`src/rtl/universal_register.sv`:
```
// universal_register: N-bit register with load, shift, rotate and up/down count modes
module universal_register #(
  parameter int N = 8
) (
  input  logic         clk,
  input  logic         reset,
  input  logic         clear,
  input  logic         enable,
  input  logic [2:0]   mode,
  input  logic         serial_in,
  input  logic [N-1:0] data_input,
  output logic [N-1:0] data_output,
  output logic         shift_out,
  output logic         wrap,
  output logic         zero
);
  logic [N-1:0] d_nxt;
  logic         so_nxt;
  logic         w_nxt;
  always_comb begin
    d_nxt  = data_output;
    so_nxt = shift_out;
    w_nxt  = 1'b0;
    case (mode)
      3'b001: d_nxt = data_input;
      3'b010: begin
        d_nxt  = {data_output[N-2:0], serial_in};
        so_nxt = data_output[N-1];
      end
      3'b011: begin
        d_nxt  = {serial_in, data_output[N-1:1]};
        so_nxt = data_output[0];
      end
      3'b100: begin
        d_nxt  = {data_output[N-2:0], data_output[N-1]};
        so_nxt = data_output[N-1];
      end
      3'b101: begin
        d_nxt  = {data_output[0], data_output[N-1:1]};
        so_nxt = data_output[0];
      end
      3'b110: begin
        d_nxt = data_output + N'(1);
        w_nxt = &data_output;
      end
      3'b111: begin
        d_nxt = data_output - N'(1);
        w_nxt = ~|data_output;
      end
      default: ;
    endcase
  end
  // wrap is a pulse: any edge that does not count across the boundary drops it
  always_ff @(posedge clk or posedge reset)
    if (reset) begin
      data_output <= '0;
      shift_out   <= 1'b0;
      wrap        <= 1'b0;
    end else if (clear) begin
      data_output <= '0;
      shift_out   <= 1'b0;
      wrap        <= 1'b0;
    end else if (enable) begin
      data_output <= d_nxt;
      shift_out   <= so_nxt;
      wrap        <= w_nxt;
    end else begin
      wrap        <= 1'b0;
    end
  assign zero = ~|data_output;
endmodule

```
`config.mk`:
```
export PLATFORM = sky130hd
export DESIGN_NAME = universal_register
export DESIGN_NICKNAME = d
export VERILOG_FILES = /design/src/rtl/universal_register.sv
export SDC_FILE = /design/constraint.sdc
export NUM_CORES = 1
export LEC_CHECK = 0
export BUFFER_PORTS_ARGS = -buffer_cell sky130_fd_sc_hd__clkbuf_2
export CAP_MARGIN = 40
export CORE_MARGIN = 8
export CORE_UTILIZATION = 53
export DETAILED_ROUTE_END_ITERATION = 7
export PLACE_DENSITY = 0.87
export SLEW_MARGIN = 20
export SYNTH_ARGS = -nofsm -noshare
export SYNTH_HDL_FRONTEND = slang
export SYNTH_SLANG_ARGS = --single-unit
```
`constraint.sdc`:
```
create_clock -name clk -period 2 [get_ports clk]
set_input_delay 0.2 -clock clk [delete_from_list [all_inputs] [get_ports clk]]
set_output_delay 0.2 -clock clk [all_outputs]
set_load 0.02 [all_outputs]
```
======== Yosys cells after proc, flatten, opt, wreduce, memory -nomap -nowiden ========
Cells that the tools add are included.
storage, ports and cells
  RAM bits ................................ 0
  output and inout bits ................... 11
  latch bits .............................. 0
  memories kept ........................... 0
  logic and storage cells ................. 31
  bits in registers ....................... 10
  bits in read-only memories .............. 0
  input port bits ......................... 16
cells by class
  magnitude comparators ................... 0
  divide/modulo/power cells ............... 0
  add/sub/neg operators ................... 2
  bitwise logic cells ..................... 0
  mux-type cells .......................... 9
  reduce and logical (&&, ||, !) cells .... 10
  $mul .................................... 0
  eq/ne operators ......................... 7
  shift-type cells ........................ 0
operators with widths
  kind                                                                 count
  8-bit case mux with 7 select lines                                   1
  8-bit two-way mux                                                    2
  3-bit == test (second input constant)                                4
  8-bit by 1-bit adder with 8-bit output (second input constant)       1
  8-bit AND reduction                                                  1
  8-bit nonzero test                                                   1
  8-bit OR reduction                                                   1
  8-bit by 1-bit subtractor with 8-bit output (second input constant)  1
  3-bit by 2-bit == test with 1-bit output (second input constant)     2
  1-bit two-way mux                                                    4
  1-bit case mux with 2 select lines                                   2
  2-bit AND reduction                                                  2
  2-bit OR reduction                                                   2
  3-bit by 1-bit == test with 1-bit output (second input constant)     1
  3-bit nonzero test                                                   1
  2-bit nonzero test                                                   1
  1-bit logical NOT                                                    1

======== Logic depth before layout (Yosys ltp) ========
Gate-level depths: netlist of run 1.
  depth after elaboration ................. 5
  depth in mapped cells ................... 8
  gate-level depth less buffers ........... 7

======== Worst setup path after synthesis of run 1 ========
Ideal clock, no wire load.
  kind .................................... register -> register
  start point ............................. register data_output[1]
  end point ............................... register data_output[4]
  arrival ................................. 1.839 ns
  required time ........................... 1.879 ns
  path slack .............................. 0.040 ns
  path buffers ............................ 1
  library setup time ...................... 0.121 ns
  clock period less this slack ............ 1.960 ns
  stages on the path, launching flop included .. 8
  cell sequence ........................... dfrtp_1 > clkbuf_1 > xnor2_1 > ha_1 > and4b_1 > a31oi_1 > a41o_1 > a22o_1
on the way
  longest elaborated chain between the ends .. 4
  elaborated cells on any way between the ends .. 5
  classes of those cells .................. add/sub (2); mux (3)
ends and longest elaborated chain
  what                                                                                                   line    source
  from (decl)                                                                                            12      output logic [N-1:0] data_output,
  from (signal assigned)                                                                                 64      data_output <= d_nxt;
  8-bit by 1-bit subtractor with 8-bit output or 8-bit by 1-bit adder with 8-bit output (tied branches)  47, 43
  8-bit case mux with 7 select lines (*)                                                                 24      case (mode)
  8-bit two-way mux (*)                                                                                  63      end else if (enable) begin
  8-bit two-way mux (*)                                                                                  59      end else if (clear) begin
Mark *: on every way between the ends. The rest lies on a longest branch, timed or not. The select of a mux whose other input is x is not followed.
A chain may end at the register's enable or synchronous reset.

======== Worst setup path in the final report of run 1 ========
  start point ............................. register data_output[1]
  end point ............................... output zero
on the way
  longest elaborated chain between the ends .. 2
ends and longest elaborated chain
  what                line  source
  8-bit OR reduction  70    assign zero = ~|data_output;
  1-bit logical NOT   70
  to (decl)           15    output logic zero
No other way between the ends.

==> summary.md, run 1 <==
| Metric | Value |
|---|---|
| DR pass1 iterations | `5` |
| RR Startpoint | `data_output[1]$_DFFE_PP0P_` |
| Vias in the first global route | `1153` |
| Combinational power share | `0.382` |
| Max Cap Viol | `0` |
| Global Route met1 Usage | `0.195` |
| Row cnt | `16` |
| Yosys warns | `0` |
| Clock period minus worst slack | `1.91 ns` |
| CTS tree | `done` |
| Vias per cell | `between 6 and 7` |
| First-pass GRT wire length | `4.98 mm` |
| Hold Crit Depth | `2` |
| Period utilization | `0.955` |
| Via Count | `1222` |
| Clock transition at path regs | `~0.070 ns` |
| Die Y-Extent | `roughly 60 um` |
| Pleak | `just under 0.6 nW` |
| Nets | `185` |
| M3 GR Usage | `0.0209` |
| Met2 Use GR | `0.303` |
| Max Slew Vio Count | `0` |
| Post-synth EDFFs | `0` |
| Clock buffer depth | `2` |
| RSZ-0062 raised after global routing | `no` |
| Slew @ Worst Pin | `0.424 ns` |
| P_sw | `0.253 mW` |
| Ant diodes | `0` |
| Final core utilization | `0.663` |
| Worst vdd ir | `317 uV` |
| Syn Area/Cell | `7.92 um2` |
| Hold path endpoint | `shift_out$_DFFE_PP0P_` |
| WL per Instance | `roughly 17 um` |
| Layout cells sized above 1 | `0.281` |
| FMAX | `524 MHz` |
| Gr ovfl total | `0` |
| Area Growth Syn to Fin | `18.9%` |
| Die area | `0.00377 mm2` |
| Setup TNS | `0 ns` |
| Mapped Area | `0.00109 mm2` |
| CP endpoint kind | `output pin` |
| Relative slew margins | `0.714` |
| Die width | `61.4 um` |
| CP Data Required Time | `roughly 1.8 ns` |
| Startpoint types | `flop` |
| Root Buffer | `clkbuf_4` |
| ANT nets after route | `0` |
| DRC | `0` |
| Hpwl dp | `2.42 mm` |
| Final hold vios | `0` |
| Core area | `0.00196 mm2` |
| Hold Crit Class | `in -> reg` |
| Num CTS Buffers | `3` |
| Critical Path AT | `1.71 ns` |
| Sw frac | `0.368` |
| Internal | `0.434 mW` |
| Worst R2R Setup Slack | `about 0.13 ns` |
| Wirelength, routed | `between 3 and 4 mm` |
| Worst reg2reg endpoint | `data_output[4]$_DFFE_PP0P_` |
| Distinct cells, synth | `46` |
| IO buf count | `26` |
| Worst hold path startpoint | `clear` |
| Post-synthesis sequential area ratio | `0.229` |
| Setup Fix Bufs, Post-CTS | `0` |
| Initial Util | `0.557` |
| Synth Flop Type | `dfrtp_1` |
| Initial drt markers | `60` |
| Clock sink count | `10` |
| Layout Skew | `0.00214 ns` |
| Sequential share of power | `0.335` |
| Syn_nets | `155` |
| Io pins | `27` |
| Total GRT Usage | `0.173` |
| Clock Power Share | `0.282` |
| H-tree Lvls | `1` |
| Placer Congestion | `around 0.9` |
| Status | `complete, no violations` |
| Setup-failing EPs final | `0` |
| Clk_lat worst skew | `roughly 0.28 ns` |
| GRT Max-Usage Layer | `met2` |
| Mapped Cells | `138` |
| P per Cell Area | `528 mW/mm2` |
| Synth async-reset ratio | `1.00` |
| Worst r2r path cells | `6` |
| Critical path peak fanout | `5` |
| Initial antenna violation count | `0` |
| Largest net degree at the start of global routing | `34` |
| Setup CP Type | `reg -> out` |
| Yosys reg bits | `10` |
per-layer routing:
| layer | share of wire | wire length [um] |
|---|---|---|
| met1 | 0.41 | 1320 |
| met2 | 0.50 | 1610 |
| met3 | 0.067 | 217 |
| met4 | 0.027 | 88 |
| met5 | 0 | 0 |
synthesized netlist by cell type (all sizes together) (2+ instances only):
cell,number,area (um2)
nor3,2,10.0
inv,7,26.3
nand2,6,22.5
nor3b,3,22.5
and3,2,12.5
dfrtp,10,250
nor2,10,37.5
nand3,4,20.0
nand2b,2,12.5
a31oi,5,31.3
a311oi,3,26.3
a22o,2,17.5
o32ai,2,17.5
buf,8,71.3
a211o,3,26.3
or3,5,31.3
o211ai,5,37.5
a21oi,5,25.0
nand4,2,12.5
and4b,2,21.3
a211oi,4,30.0
mux2i,7,70.1
o21ai,10,50.1
clkbuf,6,22.5
nor2b,4,25.0
stage by stage:
| stage | cells | instance area (um2) | setup slack [ns] | total power, mW | hold slack [ns] |
|---|---|---|---|---|---|
| finish | 194 | 1300 | 0.0898 | 0.687 | 0.115 |
| global route | 194 | 1300 | 0.0221 | 0.717 | 0.132 |
| CTS | 194 | 1300 | 0.0970 | 0.682 | 0.115 |
| detailed placement | 189 | 1250 | 0.159 | 0.492 | 0.189 |
| global placement | 189 | 1250 | 0.199 | 0.481 | 0.178 |
| floorplan | 138 | 1090 | 0.0402 | 0.414 | 0.0402 |
how the worst max path moves through the flow:
stage / to / depth (start not counted) / slack [ns] / start
2_1_floorplan: data_output[4]$_DFFE_PP0P_ / 7 / 0.04 / data_output[1]$_DFFE_PP0P_
3_3_place_gp: data_output[7]$_DFFE_PP0P_ / 4 / 0.20 / data_output[1]$_DFFE_PP0P_
3_5_place_dp: data_output[4]$_DFFE_PP0P_ / 6 / 0.16 / data_output[1]$_DFFE_PP0P_
4_1_cts: zero / 3 / 0.1 / data_output[1]$_DFFE_PP0P_
5_1_grt: zero / 3 / 0.02 / data_output[1]$_DFFE_PP0P_
6_report: zero / 3 / 0.09 / data_output[1]$_DFFE_PP0P_
cell type report:
| class | instances | area, um2 |
|---|---|---|
| clock buffers | 4 | 36.3 |
| fillers | 186 | 662 |
| inverters | 7 | 26.3 |
| multi-input cells | 107 | 723 |
| flip-flops and latches | 10 | 250 |
| well taps | 27 | 33.8 |
| repair buffers | 39 | 230 |
power groups by stage:
stage | Combinational [mW] | Sequential [mW] | Clock (mW)
3_3_place_gp | 0.248 | 0.233 | 0
3_5_place_dp | 0.258 | 0.234 | 0
4_1_cts | 0.260 | 0.230 | 0.192
5_1_grt | 0.285 | 0.232 | 0.201
6_report | 0.263 | 0.230 | 0.194
2_1_floorplan | 0.165 | 0.249 | 0
worst max-delay path, stage by stage, from the launching register on:
cell and delay [ns]:
dfrtp_1 0.46, or4_4 0.59, nor3_1 0.19, clkbuf_2 0.20
cell families after synthesis:
| kind of cell | share of synthesized area |
|---|---|
| fa+ha+maj | 0.0114 |
| compound gates | 0.308 |
| xor+xnor | 0.00801 |
| buf+inv | 0.110 |
| flops | 0.229 |
| mux | 0.0641 |
| simple gates | 0.270 |
registers in the layout (all words and copies together) (netlist names):
register     flops
wrap             1
data_output      8
shift_out        1
layout by cell type (no fill, tap or decap), drive strengths merged, types with 2 or more instances in the layout:
master / instances
a211o: 3
a211oi: 4
a21oi: 5
a22o: 2
a311oi: 3
a31oi: 5
and3: 2
and4b: 2
buf: 12
clkbuf: 30
dfrtp: 10
inv: 7
mux2i: 7
nand2: 6
nand2b: 2
nand3: 4
nand4: 2
nor2: 10
nor2b: 4
nor3: 2
nor3b: 3
o211ai: 5
o21ai: 10
o32ai: 2
or3: 5
what timing repair did:
action	in CTS	in global routing
hold buffers	1	0
hold endpoints to repair	10	0
gates resized for setup	0	0
Note: power is estimated with default switching activity, not from simulation.
==> inputs of run 2 (changes only) <==
--- a/config.mk
+++ b/config.mk
@@ -5,12 +5,13 @@
 export SDC_FILE = /design/constraint.sdc
 export NUM_CORES = 1
 export LEC_CHECK = 0
-export BUFFER_PORTS_ARGS = -buffer_cell sky130_fd_sc_hd__clkbuf_2
+export ABC_AREA = 1
 export CAP_MARGIN = 40
 export CORE_MARGIN = 8
-export CORE_UTILIZATION = 53
+export CORE_UTILIZATION = 62
 export DETAILED_ROUTE_END_ITERATION = 7
-export PLACE_DENSITY = 0.87
+export DONT_BUFFER_PORTS = 1
+export PLACE_DENSITY = 0.86
 export SLEW_MARGIN = 20
 export SYNTH_ARGS = -nofsm -noshare
 export SYNTH_HDL_FRONTEND = slang
==> run 2 against run 1 <==
Net effect: flip-flop and latch count is the same; clock power shrank 33%; highest routed layer unchanged; critical endpoint is now data_output[6]$_DFFE_PP0P_; clock skew grew 0.0034 ns; critical path type is now reg -> reg; largest power group is now sequential cells; combinational power shrank 21%; fmax grew 11%.
==> summary.md, run 2 <==
| Metric | Value |
|---|---|
| Hold path endpoint | `shift_out$_DFFE_PP0P_ (unchanged)` |
| Via Count | `1227 (was 1222)` |
| ANT nets after route | `0 (unchanged)` |
| Io pins | `27 (unchanged)` |
| Row cnt | `15 (was 16)` |
| Die area | `0.00326 mm2 (was 0.00377 mm2)` |
| Vias in the first global route | `1145 (was 1153)` |
| First-pass GRT wire length | `4.96 mm (was 4.98 mm)` |
| CTS tree | `done (unchanged)` |
| Relative slew margins | `0.590 (was 0.714)` |
| Most frequent cell after synthesis | `nand2_1` |
| Synth async-reset ratio | `1.00 (unchanged)` |
| Ant diodes | `0 (unchanged)` |
| Layout filler cell count | `142 (was 186)` |
| Final Cell Area | `0.00114 mm2 (was 0.00130 mm2)` |
| H-tree Lvls | `1 (unchanged)` |
| Commonest non-fill, non-tap cell in the layout | `nand2_1 (was clkbuf_2)` |
| Most common cell on crit path | `nand2_1` |
| Vias per cell | `6.20 (was 6.30)` |
| Clock period minus worst slack | `1.72 ns (was 1.91 ns)` |
| Wirelength, routed | `3.08 mm (was 3.23 mm)` |
| Top Registers | `data_output: 8 flops, shift_out: 1 flops, wrap: 1 flops (unchanged)` |
| Total GRT Usage | `0.183 (was 0.173)` |
| Distinct cells, synth | `30 (was 46)` |
| Startpoint types | `flop (unchanged)` |
| P per Cell Area | `503 mW/mm2 (was 528 mW/mm2)` |
| CP endpoint kind | `flop (was output pin)` |
| Yosys reg bits | `10 (unchanged)` |
| Syn_nets | `189 (was 155)` |
| DRC | `0 (unchanged)` |
| Leading area contributor after synthesis | `dfrtp_1 (unchanged)` |
| DR pass1 iterations | `4 (was 5)` |
| Placed Cells | `194 (was 189)` |
| Core area | `0.00165 mm2 (was 0.00196 mm2)` |
| Top reg by flops | `data_output (unchanged)` |
| Area share of the largest cell type after synthesis | `0.239 (was 0.229)` |
| Final core utilization | `0.693 (was 0.663)` |
| Die width | `57.1 um (was 61.4 um)` |
| Worst-path cell chain | `buf_4 > nand2_2 > nand2_2 > inv_1 > ha_1 > a21oi_1 > nor2_2 > nand3_1 > nand3b_1 > nand3_1 > nand2_1 > nand2_1 > nand2_1 (was or4_4 > nor3_1 > clkbuf_2)` |
| Syn Area/Cell | `6.10 um2 (was 7.92 um2)` |
| Initial drt markers | `67 (was 60)` |
| Setup CP Type | `reg -> reg (was reg -> out)` |
| Slowest CP cell | `dfrtp_1 (was or4_4)` |
| Yosys warns | `0 (unchanged)` |
| Max Cap Viol | `0 (unchanged)` |
| Hold Crit Depth | `3 (was 2)` |
| Worst R2R Setup Slack | `0.28 ns (was 0.13 ns)` |
| Worst reg2reg endpoint | `data_output[6]$_DFFE_PP0P_ (was data_output[4]$_DFFE_PP0P_)` |
| Hpwl dp | `2.47 mm (was 2.42 mm)` |
| Period utilization | `0.859 (was 0.955)` |
| Largest net degree at the start of global routing | `11 (was 34)` |
| Setup TNS | `0 ns (unchanged)` |
| Setup-failing EPs final | `0 (unchanged)` |
| Pleak | `0.629 nW (was 0.587 nW)` |
| Mapped Cells | `172 (was 138)` |
| Mapped Area | `0.00105 mm2 (was 0.00109 mm2)` |
| Commonest cells post-synth | `nand2_1, inv_1, nand3_1 (was dfrtp_1, nor2_1, o21ai_0)` |
| CP Data Required Time | `2.15 ns (was 1.80 ns)` |
| Status | `complete, no violations (unchanged)` |
| Final hold vios | `0 (unchanged)` |
| Post-synth EDFFs | `0 (unchanged)` |
| Num CTS Buffers | `3 (unchanged)` |
| Fin worst setup slack | `0.282 ns (was 0.0898 ns)` |
| Gr ovfl total | `0 (unchanged)` |
| Placed Instance Area | `0.00111 mm2 (was 0.00125 mm2)` |
| RSZ-0062 raised after global routing | `no (unchanged)` |
| Slowest stage delay, CP | `0.34 ns (was 0.59 ns)` |
| Die Y-Extent | `57.1 um (was 61.4 um)` |
| Post-synthesis sequential area ratio | `0.239 (was 0.229)` |
| P_sw | `0.221 mW (was 0.253 mW)` |
| Critical Path AT | `1.87 ns (was 1.71 ns)` |
| Root Buffer | `clkbuf_4 (unchanged)` |
| Max Slew Vio Count | `0 (unchanged)` |
| Sw frac | `0.384 (was 0.368)` |
| Sequential share of power | `0.415 (was 0.335)` |
| Worst hold slack | `0.116 ns (was 0.115 ns)` |
| Max reg flops | `8 (unchanged)` |
| Hold Crit Class | `in -> reg (unchanged)` |
| Critical path peak fanout | `5 (unchanged)` |
| Post-route insts no fill | `198 (was 194)` |
| Clock buffer depth | `2 (unchanged)` |
| Worst Path Buf+Inv | `2 (was 1)` |
| Design Power | `0.575 mW (was 0.687 mW)` |
| WL per Instance | `15.6 um (was 16.7 um)` |
| Combinational power share | `0.360 (was 0.382)` |
| RR Startpoint | `data_output[1]$_DFFE_PP0P_ (unchanged)` |
| Synth Flop Type | `dfrtp_1 (unchanged)` |
| Clock transition at path regs | `0.06 ns (was 0.07 ns)` |
| DP Worst Slack | `0.297 ns (was 0.159 ns)` |
| Clock Power Share | `0.225 (was 0.282)` |
| Post-CTS Resized | `0 (unchanged)` |
| Internal | `0.354 mW (was 0.434 mW)` |
| Most frequent cells in the layout | `nand2_1, inv_1, nand3_1 (was clkbuf_2, buf_4, nor2_1, o21ai_0, dfrtp_1)` |
| Slew @ Worst Pin | `0.613 ns (was 0.424 ns)` |
| Area Growth Syn to Fin | `9.19% (was 18.9%)` |
| Layout cells sized above 1 | `0.122 (was 0.281)` |
| Delay-heaviest family, CP | `simple AND/OR/NAND/NOR gates (unchanged)` |
| Layout Skew | `0.00552 ns (was 0.00214 ns)` |
| Clk_lat worst skew | `0.26 ns (was 0.28 ns)` |
| Placer Congestion | `0.950 (was 0.927)` |
| Nets | `200 (was 185)` |
| Worst hold path startpoint | `clear (unchanged)` |
| Worst vdd ir | `403 uV (was 317 uV)` |
| Synth top area cells | `dfrtp_1, nand2_1, inv_1, nand3_1, o21ai_0 (was dfrtp_1, mux2i_1, buf_6, o21ai_0, nor2_1)` |
| Worst r2r path cells | `13 (was 6)` |
| Initial antenna violation count | `0 (unchanged)` |
| Clock sink count | `10 (unchanged)` |
| FMAX | `582 MHz (was 524 MHz)` |
| Initial Util | `0.635 (was 0.557)` |
| IO buf count | `0 (was 26)` |
## run 2: cell count changes in the layout (fill, tap and decap cells not counted), moves of 4 or more
| cell | previous run | this run |
|---|---|---|
| nand2_2 | 0 | 6 |
| mux2i_1 | 7 | 0 |
| buf_4 | 12 | 7 |
| a31oi_1 | 5 | 1 |
| or3_1 | 5 | 0 |
| nand2_1 | 6 | 58 |
| inv_1 | 7 | 26 |
| clkbuf_2 | 26 | 0 |
| nor2b_1 | 4 | 0 |
| nor2_1 | 10 | 2 |
| o211ai_1 | 5 | 1 |
| nand3_1 | 4 | 18 |
| a211oi_1 | 4 | 0 |
## run 2: power groups by stage
stage / clock, mW / sequential (mW) / combinational [mW]
finish: 0.130 / 0.239 / 0.207
floorplan: 0 / 0.249 / 0.138
global placement: 0 / 0.241 / 0.196
global route: 0.146 / 0.239 / 0.229
CTS: 0.136 / 0.238 / 0.205
detailed placement: 0 / 0.241 / 0.202
## run 2: kinds of logic after synthesis
logic type | count (synthesis) | share of synthesized area
buffers and inverters | 29 | 0.106
DFF | 10 | 0.239
adders and majority gates | 1 | 0.0119
AOI/OAI and AO/OA | 34 | 0.204
and+or+nand+nor | 97 | 0.431
xor gates and xnor gates | 1 | 0.00835
## run 2: final cells by class
cell class	instances	area, um2	area share
multi-input combinational	133	687	0.600
clock buffer	3	22.5	0.0197
sequential	10	250	0.219
tap	17	21.3	0.0186
timing repair buffer	8	62.6	0.0546
inverter	27	101	0.0885
## run 2: layer usage
layer,part of all wire,GRT usage,up-vias
li1,-,-,599
met4,0.014,0.0839,0
met3,0.089,0.0532,8
met5,0,0,-
met2,0.49,0.304,64
met1,0.40,0.209,556
## run 2: worst min-delay path, cell delays in order
cell and delay [ns]:
inv_1 0.03, o21ai_0 0.06, a21oi_1 0.04
## run 2: repair_timing
item	CTS	global route
setup endpoints to repair	0	0
endpoints found under the hold margin	10	0
buffers inserted	0	0
hold buffers	1	0
## run 2: worst max-delay path by stage
stage / slack (ns) / endpoint / start / cells past startpoint
3_5_place_dp: 0.30 / data_output[6]$_DFFE_PP0P_ / data_output[1]$_DFFE_PP0P_ / 13
3_3_place_gp: 0.35 / data_output[6]$_DFFE_PP0P_ / data_output[1]$_DFFE_PP0P_ / 13
2_1_floorplan: 0.33 / data_output[6]$_DFFE_PP0P_ / mode[1] / 15
6_report: 0.28 / data_output[6]$_DFFE_PP0P_ / data_output[1]$_DFFE_PP0P_ / 13
4_1_cts: 0.29 / data_output[6]$_DFFE_PP0P_ / data_output[1]$_DFFE_PP0P_ / 13
5_1_grt: 0.11 / data_output[6]$_DFFE_PP0P_ / data_output[1]$_DFFE_PP0P_ / 13
